<file path="config.mk">
export PLATFORM = sky130hd
export DESIGN_NAME = rank_responder
export DESIGN_NICKNAME = d
export VERILOG_FILES = /design/src/rtl/rank_responder.sv
export SDC_FILE = /design/constraint.sdc
export NUM_CORES = 1
export LEC_CHECK = 0
export CAP_MARGIN = 20
export CELL_PAD_IN_SITES_DETAIL_PLACEMENT = 1
export CELL_PAD_IN_SITES_GLOBAL_PLACEMENT = 2
export CORE_MARGIN = 2
export CORE_UTILIZATION = 30
export CTS_BUF_LIST = sky130_fd_sc_hd__clkbuf_2 sky130_fd_sc_hd__clkbuf_4 sky130_fd_sc_hd__clkbuf_8
export DETAILED_ROUTE_END_ITERATION = 8
export MAX_ROUTING_LAYER = met4
export PLACE_DENSITY_LB_ADDON = 0.25
export SETUP_SLACK_MARGIN = 0.3
export SLEW_MARGIN = 20
export SYNTH_ARGS = -nofsm -noshare
export SYNTH_HDL_FRONTEND = slang
export SYNTH_SLANG_ARGS = --single-unit
</file>
<file path="constraint.sdc">
create_clock -name clk -period 3.7 [get_ports clk]
set_clock_uncertainty 0.1 [all_clocks]
set_input_delay 1.11 -clock clk [delete_from_list [all_inputs] [get_ports clk]]
set_output_delay 1.11 -clock clk [all_outputs]
set_load 0.02 [all_outputs]
</file>
<file path="src/rtl/rank_responder.sv">
// Per-node page-rank responder: buffers request flits, queries the local store
// one page at a time and writes a saturated response flit into the response router.
module rank_responder #(
    parameter logic [1:0]  NODE_ID    = 2'd0,
    parameter int unsigned WIDTH      = 16,
    parameter int unsigned REQ_W      = 12,
    parameter int unsigned FIFO_DEPTH = 4,
    parameter int unsigned TIMEOUT    = 15
) (
    input  logic             clk,
    input  logic             reset,
    input  logic             req_write,
    input  logic [REQ_W-1:0] req_data,
    output logic             req_full,
    output logic             req_almost_full,
    output logic [5:0]       query_id,
    output logic             query_valid,
    input  logic [28:0]      reply,
    input  logic             rsp_full,
    input  logic             rsp_almost_full,
    output logic [WIDTH-1:0] rsp_data,
    output logic             rsp_write,
    output logic             timeout_err
);

    localparam int unsigned PTR_W = $clog2(FIFO_DEPTH);
    localparam int unsigned CNT_W = $clog2(FIFO_DEPTH + 1);
    localparam int unsigned TMO_W = 4;
    localparam int unsigned ENT_W = 8;

    localparam logic [1:0] S_IDLE  = 2'd0;
    localparam logic [1:0] S_QUERY = 2'd1;
    localparam logic [1:0] S_SEND  = 2'd2;

    logic [ENT_W-1:0] r_mem [FIFO_DEPTH];
    logic [PTR_W-1:0] r_wr_ptr;
    logic [PTR_W-1:0] r_rd_ptr;
    logic [CNT_W-1:0] r_count;
    logic [CNT_W-1:0] w_count_nxt;
    logic [ENT_W-1:0] w_head;
    logic             w_push;
    logic             w_pop;

    logic [1:0]       r_state;
    logic [1:0]       w_state_nxt;
    logic [1:0]       r_src;
    logic [1:0]       w_src_nxt;
    logic [TMO_W-1:0] r_cnt;
    logic [TMO_W-1:0] w_cnt_nxt;
    logic [5:0]       w_qid_nxt;
    logic             w_qv_nxt;
    logic [WIDTH-1:0] w_rsp_data_nxt;
    logic             w_rsp_write_nxt;
    logic             w_tmo_nxt;
    logic             w_match;
    logic             w_unused;

    assign w_unused = ^{req_data[7:6], reply[21:16]};

    function automatic logic [13:0] f_sat(input logic [15:0] v);
        return (v[15:14] == 2'b00) ? v[13:0] : 14'h3FFF;
    endfunction

    // Only flits addressed to this node enter the buffer; src and page id are kept.
    assign w_push  = req_write && (r_count != CNT_W'(FIFO_DEPTH)) && (req_data[9:8] == NODE_ID);
    assign w_head  = r_mem[r_rd_ptr];
    assign w_match = reply[28] && (reply[27:22] == query_id);

    always_comb begin
        w_count_nxt = r_count;
        case ({w_push, w_pop})
            2'b10:   w_count_nxt = r_count + CNT_W'(1);
            2'b01:   w_count_nxt = r_count - CNT_W'(1);
            default: w_count_nxt = r_count;
        endcase
    end

    always_ff @(posedge clk) begin
        if (w_push) begin
            r_mem[r_wr_ptr] <= {req_data[11:10], req_data[5:0]};
        end
    end

    always_ff @(posedge clk) begin
        if (!reset) begin
            r_wr_ptr        <= '0;
            r_rd_ptr        <= '0;
            r_count         <= '0;
            req_full        <= 1'b0;
            req_almost_full <= 1'b0;
        end else begin
            if (w_push) r_wr_ptr <= r_wr_ptr + PTR_W'(1);
            if (w_pop)  r_rd_ptr <= r_rd_ptr + PTR_W'(1);
            r_count         <= w_count_nxt;
            req_full        <= (w_count_nxt == CNT_W'(FIFO_DEPTH));
            req_almost_full <= (w_count_nxt >= CNT_W'(FIFO_DEPTH - 1));
        end
    end

    always_ff @(posedge clk) begin
        if (!reset) r_state <= S_IDLE;
        else        r_state <= w_state_nxt;
    end

    // The first QUERY cycle raises query_valid; replies are only matched afterwards.
    always_comb begin
        w_state_nxt     = r_state;
        w_pop           = 1'b0;
        w_src_nxt       = r_src;
        w_qid_nxt       = query_id;
        w_qv_nxt        = query_valid;
        w_cnt_nxt       = r_cnt;
        w_rsp_data_nxt  = rsp_data;
        w_rsp_write_nxt = 1'b0;
        w_tmo_nxt       = 1'b0;
        case (r_state)
            S_IDLE: begin
                if ((r_count != '0) && !rsp_almost_full) begin
                    w_pop       = 1'b1;
                    w_src_nxt   = w_head[7:6];
                    w_qid_nxt   = w_head[5:0];
                    w_cnt_nxt   = '0;
                    w_state_nxt = S_QUERY;
                end
            end
            S_QUERY: begin
                if (!query_valid) begin
                    w_qv_nxt = 1'b1;
                end else if (w_match) begin
                    w_qv_nxt       = 1'b0;
                    w_rsp_data_nxt = WIDTH'({r_src, f_sat(reply[15:0])});
                    w_state_nxt    = S_SEND;
                end else if (r_cnt == TMO_W'(TIMEOUT - 1)) begin
                    w_qv_nxt       = 1'b0;
                    w_tmo_nxt      = 1'b1;
                    w_rsp_data_nxt = WIDTH'({r_src, 14'h0000});
                    w_state_nxt    = S_SEND;
                end else begin
                    w_cnt_nxt = r_cnt + TMO_W'(1);
                end
            end
            S_SEND: begin
                if (!rsp_full) begin
                    w_rsp_write_nxt = 1'b1;
                    w_state_nxt     = S_IDLE;
                end
            end
            default: w_state_nxt = S_IDLE;
        endcase
    end

    always_ff @(posedge clk) begin
        if (!reset) begin
            r_src       <= '0;
            r_cnt       <= '0;
            query_id    <= '0;
            query_valid <= 1'b0;
            rsp_data    <= '0;
            rsp_write   <= 1'b0;
            timeout_err <= 1'b0;
        end else begin
            r_src       <= w_src_nxt;
            r_cnt       <= w_cnt_nxt;
            query_id    <= w_qid_nxt;
            query_valid <= w_qv_nxt;
            rsp_data    <= w_rsp_data_nxt;
            rsp_write   <= w_rsp_write_nxt;
            timeout_err <= w_tmo_nxt;
        end
    end

endmodule

</file>
# Word level (Yosys, flattened, before mapping)
# Memory sizes are Yosys's and may differ from the RTL's. A register that Yosys moved wholly into a read port is not among the register bits.
# Cells that the tools add are included.
[word_totals] ff_bits=34 mem_bits_rw=32 inputBits=46 out_inout_bits=27 elab_cells=77 mem_count=1
[classes] n_addsub=5 magnitude_cmp=1 n_eq_ne=14 muxes=24 n_bitwise=3 reduce_logical=18
[mem_list] memory="r_mem" words=4 width=8 rd=1 rd_ports_with_merged_regs=1 wr=1 line_no="35" source="logic [ENT_W-1:0] r_mem [FIFO_DEPTH];"
[ops] operator="two-way mux 16 bit" n=2
[ops] operator="two-way mux 4 bit" n=4
[ops] operator="two-way mux 14 bit" n=1
[ops] operator="two-way mux 2 bit" n=5
[ops] operator="!= test 2 bit (second input constant)" n=5
[ops] operator="two-way mux 1 bit" n=9
[ops] operator="case mux 4 bit (2 select lines)" n=1
[ops] operator="equality test 6 bit" n=1
[ops] operator="logical NOT 2 bit" n=3
[ops] operator="!= test 3 bit (second input constant)" n=2
[ops] operator="case mux 2 bit (3 select lines)" n=1
[ops] operator="case mux 3 bit (2 select lines)" n=1
[ops] operator="AND reduction 5 bit" n=1
[ops] operator="adder 2 x 1 -> 2 bit (second input constant)" n=2
[ops] operator="adder 4 x 1 -> 4 bit (second input constant)" n=1
[ops] operator="equality test 2 x 1 -> 1 bit (second input constant)" n=2
[ops] operator="equality test 2 bit (second input constant)" n=2
[ops] operator="equality test 4 bit (second input constant)" n=1
[ops] operator="logical AND 1 bit" n=4
[ops] operator="AND reduction 2 bit" n=2
[ops] operator="AND reduction 4 bit" n=1
[ops] operator="nonzero test 2 bit" n=2
[ops] operator="OR reduction 4 bit" n=1
[ops] operator="adder 3 x 1 -> 3 bit (second input constant)" n=1
[ops] operator="other kinds (7)" n=10

# Logic depth before layout (Yosys ltp)
[depth] ltp_word=7 ltp_mapped=10 depth_no_buf=9

# Worst setup path after synthesis
# No wires, ideal clock.
[synth_timing] kind="input -> register" startpoint="input port req_write" endpoint="register req_almost_full" setup_time_ns=0.135 arrival_ns=2.920 required_ns=3.465 slack_ns=0.546 path_stages=9 n_path_buf=0 path_cell_list="inv_1 -> a2111oi_4 -> inv_1 -> ha_1 -> fa_1 -> xnor2_1 -> o21a_1 -> o21ai_0 -> o21ai_0"
[synth_between] elab_chain_cells=5 word_cells_on_any_way=6 cone_classes="1 x order compare; 2 x eq/ne; 1 x mux; 2 x reduce/logical"
[synth_lines] element="start: declaration" line_no="12" source="input logic req_write,"
[synth_lines] element="logical AND 1 bit (*) (2 in a row)" line_no="65" source="assign w_push = req_write && (r_count != CNT_W'(FIFO_DEPTH)) && (req_data[9:8] == NODE_ID);"
[synth_lines] element="equality test 2 x 1 -> 1 bit / equality test 2 bit (equally long branches)" line_no="71" source="case ({w_push, w_pop})"
[synth_lines] element="case mux 3 bit (2 select lines) (*)" line_no="71"
[synth_lines] element=">= comparator 3 x 2 -> 1 bit (*)" line_no="96" source="req_almost_full <= (w_count_nxt >= CNT_W'(FIFO_DEPTH - 1));"
[synth_lines] element="end signal: assignment" line_no="96"
[synth_lines] element="end: declaration" line_no="15" source="output logic req_almost_full,"
# Every way passes the cells marked *; elsewhere a longest branch is shown, timed or not.
# A chain may end at the register's enable or synchronous reset.

# Final worst setup path
[layout_timing] startpoint="input port req_write" endpoint="register req_full"
[layout_between] elab_chain_cells=5 word_cells_on_any_way=6 cone_classes="3 x eq/ne; 1 x mux; 2 x reduce/logical"
[layout_lines] element="logical AND 1 bit (*) (2 in a row)" line_no="65"
[layout_lines] element="equality test 2 x 1 -> 1 bit / equality test 2 bit (equally long branches)" line_no="71"
[layout_lines] element="case mux 3 bit (2 select lines) (*)" line_no="71"
[layout_lines] element="equality test 3 bit (*)" line_no="95" source="req_full <= (w_count_nxt == CNT_W'(FIFO_DEPTH));"
[layout_lines] element="end signal: assignment" line_no="95"
[layout_lines] element="end: declaration" line_no="14" source="output logic req_full,"
# Marks and branches as above.

==> results summary <==
The run finished with clean final reports. The final number of max-transition violations is 0. The maximum level of the CTS H-tree came out at 3.

The cell area after placement is between 3000 and 4000 um^2. The number of synthesized register bits is 74. The power per standard cell area is 509 nW/um^2. The setup TNS after final layout came out at 0 ns. The sequential cells in the finished layout cover a total of 1800 um^2. The CTS sink count came out at 74. In this run, placement finished with an instance count of 444. The number of antenna violations at the first check in global routing is 0.

The die span in y is 106 um. The placeable core region came out at 10200 um^2. The most common cell after layout, fill and taps aside is sky130_fd_sc_hd__clkdlybuf4s50_1. In the layout the commonest cells are 64 x sky130_fd_sc_hd__clkdlybuf4s50_1, 42 x sky130_fd_sc_hd__dfxtp_1, 32 x sky130_fd_sc_hd__edfxtp_1. The critical path is of the in -> reg type.

The overall track demand over capacity in global routing came out at 13.6%. Summing the sequential cell areas from Yosys gives approximately 58% of the chip area. The data arrival time of the worst path came out at 3.33 ns.

The clock tree root buffer cell is sky130_fd_sc_hd__clkbuf_8. The final cell area excluding filler cells came out at 4120 um^2. The placed wire-length estimate after detailed placement came out at roughly 5 mm.

Counting the buffers created by CTS gives 9. For the pin with the worst max-slew slack, the measured transition is 0.676 ns. The count of mapped cells out of synthesis is 251. The kind of end point of the critical path is a register. The detailed router's first-iteration violation count is about 80.

The worst setup path is launched from an input port. The CTS clock-pin slew for the worst setup and hold paths is ~0.090 ns. The routed design could run at a clock period as short as 3.18 ns. After filler insertion, the fill cell instance count of the layout stands at 1108.

Of the available clock period, the critical path in the final layout requires 85.9%. The cell with the largest stage delay on the worst path is sky130_fd_sc_hd__clkdlybuf4s50_1. The die extent in x is 106 um. The static leakage is ~1.4 nW.

The wire length per cell after detailed routing is 15.2 um. The buffer and inverter count on the worst path is 4. The count of placed standard cells in the final layout, fillers left out is 460. The signal on the critical path passes through clkdlybuf4s50_1 -> inv_1 -> a2111oi_4 -> inv_1 -> ha_1 -> fa_1 -> xnor2_1 -> o21a_1 -> o21ai_1 -> buf_4 -> nor2_1.

The startpoint identified for the worst register-to-register timing path is r_count[2]$_SDFF_PN0_. The final count of negative-setup-slack endpoints came out at 0. The post-route netlist has a little over a tenth of its cells at a drive strength greater than 1.

The initial core utilization came out at 30.4%. The routability congestion estimate is 0.757. The reported max-cap violation count is 0. Of all nets on the critical path, the largest fanout is 2.

The maximum clock insertion buffer count came out at 2. The multi-input combinational cell area came out at 1190 um^2. The number of hold-slack violations in the final timing report came to 0. In the synthesized netlist the dominant register cell turns out to be sky130_fd_sc_hd__dfxtp_1. The count of antenna diodes in the layout came out at 0. The share of async-settable or async-resettable flops after synthesis came out at 0%. The number of warning messages in the yosys log is 0.

The cell area after synthesis is 3090 um^2. In this design, the stage delay of the slowest critical-path cell is 0.46 ns. The remaining design rule violation count came out at 0. The number of global-route vias before repair came out at roughly 2300. The required time of the critical path came out at 3.85 ns. The initialized floorplan defines 37 standard-cell rows.

The final route contains 2137 vias. Synthesis produced a netlist with a net count of 305. The die area is 11100 um^2. Compared with the post-synthesis result, the final layout area differs by 33.1%. The length of the first detailed-routing pass in iterations came out at 4. The number of flops mapped to enable cells by yosys is 32. In this design, the largest share of critical-path delay is due to buffers and inverters. TritonCTS built the clock tree. By instance count, the cell type seen most on the critical path is sky130_fd_sc_hd__inv_1.

The total of buffers placed on input and output ports is 64. The total global routing overflow is 0. The worst-case vdd ir drop came out at 0.243 mV. Derived from the worst setup path, the maximum achievable clock frequency is ~310 MHz. The headroom to the max-slew limit is between 50 and 60%. The number of buffers added for setup after CTS came out at 0.

In this run the worst hold path is classified as reg -> reg. The first global-routing pass estimated 11.5 mm of wire. The synthesized area per cell is 12.3 um^2.

The clock latency at the later pin of the worst-skew pair came out at approximately 0.35 ns. Entering global routing, the biggest net connects 31 pins. The ratio of routed vias to standard cells is 4.65. The origin of the worst setup path is req_write. Summing internal, switching and leakage power gives ~2.1 mW. The end-of-flow core utilization is 40.4%. Setup repair after global routing left no endpoint under its margin. The distinct cell type count after synthesis came out at 45. In this run the count of I/O pins placed on the die edge is 73. The net count reported at finish came out at 373. The routed wire length came out at 6.99 mm. The number of nets with antenna violations after detailed routing came out at 0. In this run the most critical hold path is launched from rsp_data[8]$_SDFFE_PN0P_.
==> Yosys cell counts, drive strengths merged, types with 2 or more instances <==
cell     number  share of area, %
and3          3              0.61
xnor2        11               3.1
o21ai         7               1.1
nand2        22               2.7
dfxtp        42                27
clkbuf        6              0.77
o21a          3              0.73
or3           2              0.40
mux2i         4               1.3
nand3         7               1.1
and3b         3              0.85
nand4         4               1.0
ha            7               2.8
mux4          8               5.8
nor2         17               2.1
a21oi         2              0.32
nor3          3              0.49
a22oi         2              0.49
and2          7               1.4
a21boi        8               1.9
nor2b         5               1.0
o2bb2ai      14               4.0
buf           7               1.3
a211oi        2              0.49
inv           8              0.97
edfxtp       32                31
==> metrics by stage <==
stage          setup slack (ns)  hold slack [ns]
3_3_place_gp             0.0728            0.344
2_1_floorplan             0.546            0.338
6_report                  0.520            0.369
5_1_grt                   0.383            0.381
3_5_place_dp             0.0372            0.348
4_1_cts                   0.413            0.375
==> worst reg2reg max path, delay by kind of cell (launching register included) <==
family                     cells  cell delay, ns
AOI/OAI and AO/OA              2            0.34
xor gates and xnor gates       1            0.15
buffers and inverters          2            0.24
and+or+nand+nor                3            0.64
adders and majority gates      2            0.60
DFF                            1            0.38
==> path summary, 6_finish.rpt <==
| kind | depth (start not counted) | slack (ns) | endpoint |
|---|---|---|---|
| setup / recovery | 11 | 0.52 | req_full$_SDFF_PN0_ |
| setup reg to reg | 10 | 1.16 | req_full$_SDFF_PN0_ |
| hold / removal | 1 | 0.37 | rsp_data[8]$_SDFFE_PN0P_ |
| hold reg to reg | 1 | 0.37 | rsp_data[8]$_SDFFE_PN0P_ |
==> sequential cells by signal (all words and copies together), names as in the netlist, 2 cells and up <==
signal    cells
r_state       2
r_mem        32
r_wr_ptr      2
rsp_data     16
query_id      6
r_count       3
r_src         2
r_cnt         4
r_rd_ptr      2
==> timing repair <==
item | in CTS | in global routing
setup endpoints to repair | 0 | 2
gates resized for setup | 0 | 1
hold buffers | 0 | 0
endpoints found under the hold margin | 0 | 0
==> logic make-up after synthesis <==
group                      synth area share, %
buffers and inverters                     3.15
muxes                                     7.12
AOI/OAI and AO/OA                         11.6
DFF                                       58.2
xor gates and xnor gates                  3.11
adders and majority gates                 3.48
and+or+nand+nor                           13.3
==> area by class of cell <==
type                    instances  area share (%)
well taps                     136            4.13
repair buffers                 70            16.7
flip-flops and latches         74            43.8
inverters                       9           0.820
clock buffers                   9            3.01
multi-input cells             155            29.0
clock inverters                 7            2.61
==> power breakdown <==
part / total (mW) / internal (mW) / switching, mW / leakage, nW
Clock: 0.735 / 0.394 / 0.341 / 0.114
Sequential: 0.962 / 0.895 / 0.0667 / 0.628
Combinational: 0.399 / 0.206 / 0.193 / 0.682
==> metal layers <==
| layer | wire length [um] | GRT usage (%) | vias up |
|---|---|---|---|
| met4 | 96 | 4.79 | 0 |
| met1 | 3150 | 16.7 | 1042 |
| met5 | 0 | - | - |
| li1 | - | - | 1052 |
| met3 | 203 | 3.34 | 6 |
| met2 | 3540 | 21.9 | 37 |
Power figures use the tool's default switching activity.
